$ cat src/rtl/fifo_array_ctrl.sv
// fifo_array_ctrl
// Sequences a tile through a bank of ARRAY_SIZE FIFOs: clear the pointers,
// load ROW_LEN elements into each FIFO in row-major order, then drain all
// FIFOs with a wavefront read schedule.
//
// Build option:
//   FIFO_CTRL_SKEW_EN  defined   -> diagonal drain, FIFO i starts i cycles
//                                   after FIFO 0 (ROW_LEN+ARRAY_SIZE-1 cycles)
//                      undefined -> all FIFOs read together (ROW_LEN cycles)
module fifo_array_ctrl #(
  parameter int ARRAY_SIZE = 9,
  parameter int ROW_LEN    = 16,
  parameter int LOG_LEN    = 6
) (
  input  logic                  clk,
  input  logic                  reset_n,
  input  logic                  start,
  input  logic                  hold,
  input  logic                  in_valid,
  output logic                  in_ready,
  input  logic [ARRAY_SIZE-1:0] fifo_full,
  input  logic [ARRAY_SIZE-1:0] fifo_empty,
  output logic [ARRAY_SIZE-1:0] w_en,
  output logic [ARRAY_SIZE-1:0] r_en,
  output logic                  wclear,
  output logic                  rclear,
  output logic [ARRAY_SIZE-1:0] out_valid,
  output logic                  busy,
  output logic                  done,
  output logic                  err
);

  localparam logic [2:0] IDLE  = 3'd0;
  localparam logic [2:0] CLEAR = 3'd1;
  localparam logic [2:0] LOAD  = 3'd2;
  localparam logic [2:0] DRAIN = 3'd3;
  localparam logic [2:0] DONE  = 3'd4;

  localparam logic [LOG_LEN-1:0] CNT_ONE  = LOG_LEN'(1);
  localparam logic [LOG_LEN-1:0] ROW_LAST = LOG_LEN'(ROW_LEN - 1);
  localparam logic [LOG_LEN-1:0] COL_LAST = LOG_LEN'(ARRAY_SIZE - 1);

  // Last wavefront step: the diagonal schedule needs ARRAY_SIZE-1 extra
  // cycles so the last FIFO can finish its ROW_LEN reads.
`ifdef FIFO_CTRL_SKEW_EN
  localparam logic [LOG_LEN-1:0] T_LAST = LOG_LEN'(ROW_LEN + ARRAY_SIZE - 2);
`else
  localparam logic [LOG_LEN-1:0] T_LAST = LOG_LEN'(ROW_LEN - 1);
`endif

  logic [2:0]            state;
  logic [LOG_LEN-1:0]    elem_cnt;
  logic [LOG_LEN-1:0]    row_ptr;
  logic [LOG_LEN-1:0]    t_cnt;
  logic                  err_q;
  logic [ARRAY_SIZE-1:0] row_sel;
  logic [ARRAY_SIZE-1:0] sched;
  logic [ARRAY_SIZE-1:0] scheduled;
  logic                  accept;
  logic                  underflow;

  // Decode the FIFO currently being loaded into a one-hot select.
  always_comb begin
    row_sel = '0;
    for (int i = 0; i < ARRAY_SIZE; i++) begin
      row_sel[i] = (row_ptr == LOG_LEN'(i));
    end
  end

  // Load handshake: only the selected FIFO's full flag can stall upstream.
  always_comb begin
    in_ready = (state == LOAD) && ((fifo_full & row_sel) == '0);
    accept   = in_valid && in_ready;
    w_en     = accept ? row_sel : '0;
  end

`ifdef FIFO_CTRL_SKEW_EN
  // Diagonal window: FIFO i reads while t is in [i, i+ROW_LEN-1]; the borrow
  // bit of t-i marks t < i.
  always_comb begin
    logic [LOG_LEN:0] diff;
    sched = '0;
    diff  = '0;
    for (int i = 0; i < ARRAY_SIZE; i++) begin
      diff     = {1'b0, t_cnt} - (LOG_LEN + 1)'(i);
      sched[i] = !diff[LOG_LEN] && (diff[LOG_LEN-1:0] <= ROW_LAST);
    end
  end
`else
  // Flat window: every FIFO reads during the first ROW_LEN wavefront steps.
  always_comb begin
    sched = {ARRAY_SIZE{t_cnt <= ROW_LAST}};
  end
`endif

  // Read issue: stalls suppress all reads, empty FIFOs are masked and flagged.
  always_comb begin
    scheduled = ((state == DRAIN) && !hold) ? sched : '0;
    r_en      = scheduled & ~fifo_empty;
    underflow = |(scheduled & fifo_empty);
  end

  // Status outputs decoded straight from the state register.
  always_comb begin
    wclear = (state == CLEAR);
    rclear = (state == CLEAR);
    busy   = (state != IDLE);
    done   = (state == DONE);
    err    = err_q;
  end

  // Tile sequencer: state, load position and drain wavefront counter.
  always_ff @(posedge clk or negedge reset_n) begin
    if (!reset_n) begin
      state    <= IDLE;
      elem_cnt <= '0;
      row_ptr  <= '0;
      t_cnt    <= '0;
    end else begin
      case (state)
        IDLE: begin
          if (start) begin
            state <= CLEAR;
          end
        end
        CLEAR: begin
          elem_cnt <= '0;
          row_ptr  <= '0;
          t_cnt    <= '0;
          state    <= LOAD;
        end
        LOAD: begin
          if (accept) begin
            if (elem_cnt == ROW_LAST) begin
              elem_cnt <= '0;
              if (row_ptr == COL_LAST) begin
                row_ptr <= '0;
                t_cnt   <= '0;
                state   <= DRAIN;
              end else begin
                row_ptr <= row_ptr + CNT_ONE;
              end
            end else begin
              elem_cnt <= elem_cnt + CNT_ONE;
            end
          end
        end
        DRAIN: begin
          if (!hold) begin
            if (t_cnt == T_LAST) begin
              t_cnt <= '0;
              state <= DONE;
            end else begin
              t_cnt <= t_cnt + CNT_ONE;
            end
          end
        end
        DONE: begin
          state <= IDLE;
        end
        default: begin
          state <= IDLE;
        end
      endcase
    end
  end

  // Sticky underflow flag; only a reset clears it.
  always_ff @(posedge clk or negedge reset_n) begin
    if (!reset_n) begin
      err_q <= 1'b0;
    end else if (underflow) begin
      err_q <= 1'b1;
    end
  end

  // Read data appears one cycle after r_en, so out_valid trails it by one.
  always_ff @(posedge clk or negedge reset_n) begin
    if (!reset_n) begin
      out_valid <= '0;
    end else begin
      out_valid <= r_en;
    end
  end

endmodule

$ cat config.mk
export PLATFORM = sky130hd
export DESIGN_NAME = fifo_array_ctrl
export DESIGN_NICKNAME = d
export VERILOG_FILES = /design/src/rtl/fifo_array_ctrl.sv
export SDC_FILE = /design/constraint.sdc
export NUM_CORES = 1
export LEC_CHECK = 0
export CORE_MARGIN = 1
export CORE_UTILIZATION = 40
export DETAILED_ROUTE_END_ITERATION = 10
export GPL_ROUTABILITY_DRIVEN = 1
export GPL_TIMING_DRIVEN = 0
export PLACE_DENSITY = 0.7
export SYNTH_ARGS = -nofsm -noshare
export SYNTH_HDL_FRONTEND = slang
export SYNTH_SLANG_ARGS = --single-unit
$ cat constraint.sdc
create_clock -name clk -period 3.08 [get_ports clk]
set_input_delay 0.616 -clock clk [delete_from_list [all_inputs] [get_ports clk]]
set_output_delay 0.616 -clock clk [all_outputs]
set_load 0.1 [all_outputs]
# Word level (Yosys, flattened, before mapping)

Cells that the tools add are included.

Register bits after elaboration: 31
Input bits: 23
Output and inout port bits: 33
Word-level logic and storage cells: 71

Add/subtract/negate cells: 3
$lt $le $gt $ge: 1
Equality and inequality tests: 20
Muxes and demuxes: 22
Bitwise logic cells: 4
Reduce and logical (&&, ||, !) cells: 15

Operators with widths:

| cell                                                                              | number |
|---|---|
| 6-bit 2-to-1 mux                                                                  | 10 |
| 9-bit bitwise AND                                                                 | 3 |
| 6-bit by 3-bit == test with 1-bit output (second input constant)                  | 4 |
| 6-bit one-hot mux with 2 select lines                                             | 2 |
| 6-bit by 1-bit adder with 6-bit output (second input constant)                    | 3 |
| 6-bit by 4-bit == test with 1-bit output (second input constant)                  | 3 |
| 3-bit 2-to-1 mux                                                                  | 6 |
| 9-bit 2-to-1 mux                                                                  | 2 |
| 6-bit one-hot mux with 3 select lines                                             | 1 |
| 6-bit by 2-bit == test with 1-bit output (second input constant)                  | 2 |
| 3-bit one-hot mux with 4 select lines                                             | 1 |
| 9-bit logical NOT                                                                 | 1 |
| 9-bit inverter                                                                    | 1 |
| 9-bit OR reduction                                                                | 1 |
| 2-bit inequality test (second input constant)                                     | 4 |
| 3-bit by 2-bit == test with 1-bit output (second input constant)                  | 2 |
| 6-bit by 1-bit == test with 1-bit output (second input constant)                  | 1 |
| 6-bit by 4-bit less-or-equal comparator with 1-bit output (second input constant) | 1 |
| 6-bit logical NOT                                                                 | 1 |
| 6-bit AND reduction                                                               | 1 |
| 3-bit nonzero test                                                                | 2 |
| 5-bit AND reduction                                                               | 1 |
| 2-bit by 1-bit inequality test with 1-bit output (second input constant)          | 2 |
| 3-bit by 1-bit == test with 1-bit output (second input constant)                  | 1 |
| 7 further kinds                                                                   | 9 |

# Depth between registers and ports, before layout

Gate-level depths: netlist of the first run.

Depth in word-level cells: 7
Gate-level depth with buffers: 8
Mapped depth without buffers: 7

# Least setup slack after synthesis of the first run

OpenSTA, ideal clock, no wires.

Path kind: input port to output port
Start: in fifo_full[0]
End: out w_en[0]
Arrival time: 3.758 ns
Data required time: 2.464 ns
Path slack: -1.294 ns
Cell stages on the path: 5
Path buffers: 1
Path through: mux2_4 o2bb2ai_2 or4_1 buf_2 nor3_1

Cells in the longest elaborated chain, start to end: 5

RTL lines:

| element           | RTL line | text |
|---|---|---|
| from (decl)       | 21       | `input logic [ARRAY_SIZE-1:0] fifo_full,` |
| 9-bit bitwise AND | 72       | `in_ready = (state == LOAD) && ((fifo_full & row_sel) == '0);` |
| 9-bit logical NOT | 72       |  |
| 1-bit logical AND | 72       |  |
| 1-bit logical AND | 73       | `accept = in_valid && in_ready;` |
| 9-bit 2-to-1 mux  | 74       | `w_en = accept ? row_sel : '0;` |
| to (decl)         | 23       | `output logic [ARRAY_SIZE-1:0] w_en,` |

No other way between the ends.

# Final worst setup path of the first run

Start: in fifo_full[7]
End: out w_en[5]

Same word-level chain as after synthesis.

==> impl_results.md, run 1 <==
- Status: finished with violations
- Failing checks: setup timing
- Core Util, Final: 0.663
- Synthesized area: 0.00186 mm^2
- Most frequent cell after synthesis: dfrtp_1
- Ys async rst share: 1.00
- CTS tree: yes
- Wire per inst: 15.6 um
- Synth top area share: 0.417
- Cts bufs inserted: 5
- Die area: 0.00493 mm^2
- Final setup viols: 1
- TritonRoute pass-1 iters: 4
- Power Density: 796 mW/mm^2
- Worst endpoint required time: 2.46 ns
- Starting Density: 0.421
- Clock sink count: 31
- CTS max path bufs: 2
- Worst r2r src: row_ptr[0]
- Synth-to-Final Area Change: 57.3%
- Static Leak: 1.29 nW
- N_diodes: 0
- Synth top area cells: dfrtp_1, nor2_1, nand3_1, ha_1, nand2_1
- DP Area: 0.00258 mm^2
- Tmin final: 3.09 ns
- Area leader, netlist: dfrtp_1
- EDFF count, synth: 0
- Ys flop type: dfrtp_1
- Worst slew pin tran: 0.992 ns
- Layout cells sized above 1: 0.336
- First-pass GRT wire length: 8350 um
- Non-Filler Instances: 329
- Largest net degree at the start of global routing: 32
- Fillers: 361
- List of most frequent post-synthesis cells: dfrtp_1, nor2_1, nand3_1
- Final worst slack: -0.00523 ns
- Fin crit share: 1.00
- Vias: 1859
- Slew Limit Fails: 0
- Cell Rows: 24
- Min Hold Slack: 0.377 ns
- Maximum VDD drop: 475 uV
- DR iter-0 viols: 125
- Clk_skew: 0.00672 ns
- Die W: 70.2 um
- Worst setup SP type: primary input
- Syn_nets: 234
- Initial antenna violation count: 0
- Total length of routed wires: 5150 um
- H-tree levels: 2
- Final hold vios: 0
- RSZ-0062 raised after global routing: true
- Clock slew at reported path FFs: 0.07 ns
- Placed insts: 312
- # Max-Cap Violations: 0
- Worst skew pair latency: 0.28 ns
- GRT Resource Usage Total: 0.214
- Final HPWL DP: 3630 um
- CORE AREA: 0.00441 mm^2
- # IOs: 56
- Distinct cell type count after synthesis: 47
- Critical Path Fanout Max: 6
- CP arrival: 2.47 ns
- Hold Path Class: primary input to async pin
- Overflow after GRT: 0
- Fmax: 324 MHz
- Synth Register Bits: 31
- Avg Inst Size Synth: 9.08 um^2
- DRT antenna net count: 0
- Post-route cell area: 0.00293 mm^2
- Hold_buf cts: 0
- Kind of critical path: primary input to output pin
- CP startpoint: fifo_full[7]
- # port buffers: 55
- Seq/Total Area, Yosys: 0.417
- Slew HR: 0.336
- Vias/cell: 5.65
- Warnings from Yosys: 0
- Die Y: 70.2 um
- Vias in the first global route: 1777
- Crit path capture type: output pin
- Nets: 305
- Root buffer cell: clkbuf_8
- Routability Congestion: 0.778
- Cells after Synth: 205
- DRC errors left: 0
-- power breakdown --
part           switching (W)  internal, W
Sequential         0.0000617     0.000479
Combinational       0.000932     0.000384
Clock               0.000151     0.000323
Total                0.00114      0.00119
-- sequential cells by signal (all words and copies together), names as in the netlist --
| name | count |
|---|---|
| elem_cnt | 6 |
| state | 3 |
| out_valid | 9 |
| err | 1 |
| row_ptr | 6 |
| t_cnt | 6 |
-- metal layers --
metal / wire, um / vias up / track usage
met5: 0 / - / 0
met4: 59 / 0 / 0.0711
met3: 351 / 7 / 0.0649
met2: 2480 / 69 / 0.334
met1: 2250 / 891 / 0.281
li1: - / 892 / -
-- layout make-up --
cell class	count	area (um^2)	area share
well taps	52	65.1	0.0222
plain buffers	7	47.5	0.0162
clock inverters	2	60.1	0.0205
repair buffers	68	678	0.232
flip-flops and latches	31	779	0.266
multi-input cells	155	1190	0.408
inverters	8	30.0	0.0103
clock buffers	6	72.6	0.0248
-- critical path, cell delays in order --
cell and delay (ns):
clkdlybuf4s50_1 0.41, mux2i_2 0.25, o2bb2ai_4 0.11, nor4_4 0.46, nand2_2 0.24, nor2_4 0.20
buf_12 0.18
-- through the flow --
stage / setup slack (ns) / power [W] / setup TNS, ns
floorplan: -0.698 / 0.00152 / -3.20
global placement: -1.54 / 0.00181 / -19.30
detailed placement: -1.55 / 0.00182 / -19.10
CTS: 0.00756 / 0.00230 / 0
global route: -0.0956 / 0.00245 / -0.342
finish: -0.00523 / 0.00233 / -0.00523
-- kinds of logic (layout without fill, tap and decap cells) --
group / after synthesis / after routing / synth area share
AO/OA/AOI/OAI: 39 / 39 / 0.145
buffers and inverters: 19 / 91 / 0.0498
multiplexers: 6 / 6 / 0.0350
AND/OR/NAND/NOR: 104 / 104 / 0.313
flip-flops: 31 / 31 / 0.417
adder cells (fa/ha/maj): 6 / 6 / 0.0403
-- final timing paths --
path	to	slack [ns]	cells after the start
max in group asynchronous	row_ptr[0]	2.20	1
max reg2reg	row_ptr[3]	0.45	10
min	elem_cnt[5]	0.38	1
min reg2reg	err	0.50	1
min in group clk	err	0.50	1
max	w_en[5]	-0.005	7
-- cell usage in the layout (no fill, tap or decap), types with 3 or more instances in the layout --
cell,n
clkdlybuf4s50_1,26
dfrtp_2,3
buf_4,23
buf_6,6
o21ai_0,8
clkbuf_8,5
inv_1,7
nor2_2,9
nor2_4,4
nor4_1,3
dfrtp_1,28
o22ai_1,3
buf_12,5
a21o_1,4
a21oi_1,4
clkbuf_1,3
nor2_1,11
a31oi_1,3
or4b_4,5
dlymetal6s2s_1,5
nor3_1,4
and3_1,3
nand4_1,4
nor4b_1,3
dlygate4sd2_1,4
buf_2,3
nand3b_1,3
o31ai_1,4
nor3_4,3
nand2_1,14
nand3_1,17
ha_1,4
-- timing repair --
item | CTS | global route
pin swaps | 4 | 7
endpoints found under the setup margin | 21 | 19
resized for setup | 133 | 36
setup buffers | 5 | 8
Power figures use the tool's default switching activity.
==> run 2, diff against run 1 <==
--- a/config.mk
+++ b/config.mk
@@ -6,11 +6,11 @@
 export NUM_CORES = 1
 export LEC_CHECK = 0
 export CORE_MARGIN = 1
-export CORE_UTILIZATION = 40
+export CORE_UTILIZATION = 47
 export DETAILED_ROUTE_END_ITERATION = 10
 export GPL_ROUTABILITY_DRIVEN = 1
 export GPL_TIMING_DRIVEN = 0
-export PLACE_DENSITY = 0.7
+export PLACE_DENSITY = 0.8
 export SYNTH_ARGS = -nofsm -noshare
 export SYNTH_HDL_FRONTEND = slang
 export SYNTH_SLANG_ARGS = --single-unit
==> impl_results.md, run 2 (same netlist as run 1, synthesis figures left out) <==
- First-pass GRT wire length: 7820 um (-6.3%)
- Fmax: 332 MHz (+2.5%)
- Die Y: 64.9 um (-7.5%)
- Worst r2r src: elem_cnt[0]
- Die W: 64.9 um (-7.5%)
- Final hold vios: 0 (unchanged)
- Maximum VDD drop: 479 uV (+1.0%)
- CP delay by family, top: simple AND/OR/NAND/NOR gates
- # IOs: 56 (unchanged)
- Hold Path Class: primary input to async pin
- Critical Path Fanout Max: 5 (-1)
- N_diodes: 0 (unchanged)
- Vias in the first global route: 1722 (-3.1%)
- DR iter-0 viols: 96 (-23%)
- Hold_buf cts: 0 (unchanged)
- Root buffer cell: clkbuf_8
- # Max-Cap Violations: 0 (unchanged)
- Tmin final: 3.01 ns (-0.0756 ns)
- Final TNS setup: 0 ns (+0.00523 ns)
- Worst setup SP type: primary input
- Kind of critical path: primary input to output pin
- Nets: 300 (-1.6%)
- Starting Density: 0.501 (+0.0792)
- Vias: 1839 (-1.1%)
- Cell Rows: 22 (-8.3%)
- Layout cells sized above 1: 0.287 (-0.0490)
- Synth-to-Final Area Change: 49.3%
- CP max-delay cell: or4_4
- Routability Congestion: 0.837 (+7.6%)
- Vias/cell: 5.75 (+1.7%)
- Clk_skew: 0.00520 ns (-0.00152 ns)
- DRT antenna net count: 0 (unchanged)
- Status: completed
- Max FFs per register: 9 (unchanged)
- TritonRoute pass-1 iters: 5 (+1)
- Worst skew pair latency: 0.28 ns (about the same)
- CTS tree: yes
- # port buffers: 55 (unchanged)
- Initial antenna violation count: 0 (unchanged)
- Slew Limit Fails: 0 (unchanged)
- Static Leak: 1.21 nW (-5.8%)
- Total length of routed wires: 4740 um (-7.9%)
- Flop-to-flop setup slack: 0.69 ns (+0.24 ns)
- DRC errors left: 0 (unchanged)
- Overflow after GRT: 0 (unchanged)
- CORE AREA: 0.00372 mm^2 (-16%)
- CP arrival: 2.39 ns (-0.08 ns)
- Clock slew at reported path FFs: 0.06 ns (about the same)
- Final HPWL DP: 3360 um (-7.4%)
- Commonest non-fill, non-tap cells in the layout: clkdlybuf4s50_1, dfrtp_1, buf_4
- Min Hold Slack: 0.372 ns (-0.00564 ns)
- R2r endpoint: t_cnt[4]
- Final setup viols: 0 (-1)
- Power Density: 815 mW/mm^2 (+2.4%)
- Clock sink count: 31 (unchanged)
- Cts bufs inserted: 5 (unchanged)
- Most common cell after layout, fill and taps aside: clkdlybuf4s50_1
- Slew HR: 0.342 (+0.00552)
- Worst reg2reg path depth: 6 (-4)
- Max incr delay on CP: 0.58 ns (+0.12 ns)
- H-tree levels: 2 (unchanged)
- Worst-path cell chain: clkdlybuf4s50_1, mux2i_2, o2bb2ai_4, or4_4, nor3_4, buf_12
- Worst endpoint required time: 2.46 ns (about the same)
- Fin crit share: 0.977 (-0.0246)
- Wire per inst: 14.8 um (-5.4%)
- Largest net degree at the start of global routing: 32 (unchanged)
- Most flops, register: out_valid
- GRT Resource Usage Total: 0.243 (+0.0295)
- Crit path capture type: output pin
- Buf/Inv on CP: 2 (unchanged)
- Die area: 0.00421 mm^2 (-14%)
- Pwr Total: 0.00226 W (-2.8%)
- CTS max path bufs: 2 (unchanged)
- Worst slew pin tran: 0.984 ns (-0.00825 ns)
[run 2: cell types whose count changed in the layout (fill, tap and decap cells not counted), sizes merged]
cell | before | now
clkdlybuf4s50 | 26 | 30
bufinv | 2 | 1
clkinv | 0 | 1
dlymetal6s2s | 5 | 2
dlygate4sd2 | 4 | 3
buf | 37 | 31
clkbuf | 9 | 10
[run 2: layout make-up]
cell class,instances,area [um^2]
multi-input cells,155,1150
fillers,269,938
flip-flops and latches,31,778
repair buffers,62,586
clock buffers,6,82.6
well taps,48,60.1
plain buffers,8,51.3
clock inverters,2,35.0
inverters,8,30.0
[run 2: worst max path at each step]
| stage | from | depth (start not counted) | to |
|---|---|---|---|
| 3_3_place_gp | fifo_full[0] | 7 | w_en[7] |
| 6_report | fifo_full[3] | 6 | w_en[1] |
| 2_1_floorplan | fifo_full[0] | 5 | w_en[4] |
| 5_1_grt | row_ptr[4] | 6 | w_en[1] |
| 4_1_cts | fifo_full[8] | 6 | w_en[1] |
| 3_5_place_dp | fifo_full[0] | 7 | w_en[7] |
[run 2: stage by stage]
step	instances	cell area (um^2)	utilization	setup slack (ns)
after floorplan	205	1970	-	-0.698
after global placement	308	2580	0.694	-1.52
after detailed placement	308	2580	0.694	-1.52
after CTS	319	2720	0.733	0.00619
after global routing	320	2780	0.747	-0.00422
final	320	2780	0.747	0.0704
[run 2: timing repair]
action | CTS | global route
pin swaps | 2 | 5
gates resized for setup | 129 | 13
cloned | 0 | 0
endpoints found under the setup margin | 21 | 18
buffers inserted | 4 | 3
[run 2: power breakdown]
group | switching [W] | internal (W)
combinational | 0.000929 | 0.000383
clock | 0.000154 | 0.000262
sequential | 0.0000580 | 0.000479
total | 0.00114 | 0.00112
[run 2: per-layer routing]
| metal | up-vias | track usage | wire length (um) |
|---|---|---|---|
| met5 | - | 0 | 0 |
| met4 | 0 | 0.0889 | 53 |
| met3 | 6 | 0.0757 | 428 |
| met2 | 88 | 0.405 | 2260 |
| met1 | 863 | 0.292 | 1990 |
| li1 | 882 | - | - |
[run 2: worst reg2reg max path: stages, from the launching register on]
cell	delay, ns
dfrtp_1	0.39
ha_1	0.18
nand3_1	0.18
o31ai_1	0.78
nand4_1	0.23
nor4_1	0.35
o21ai_0	0.16
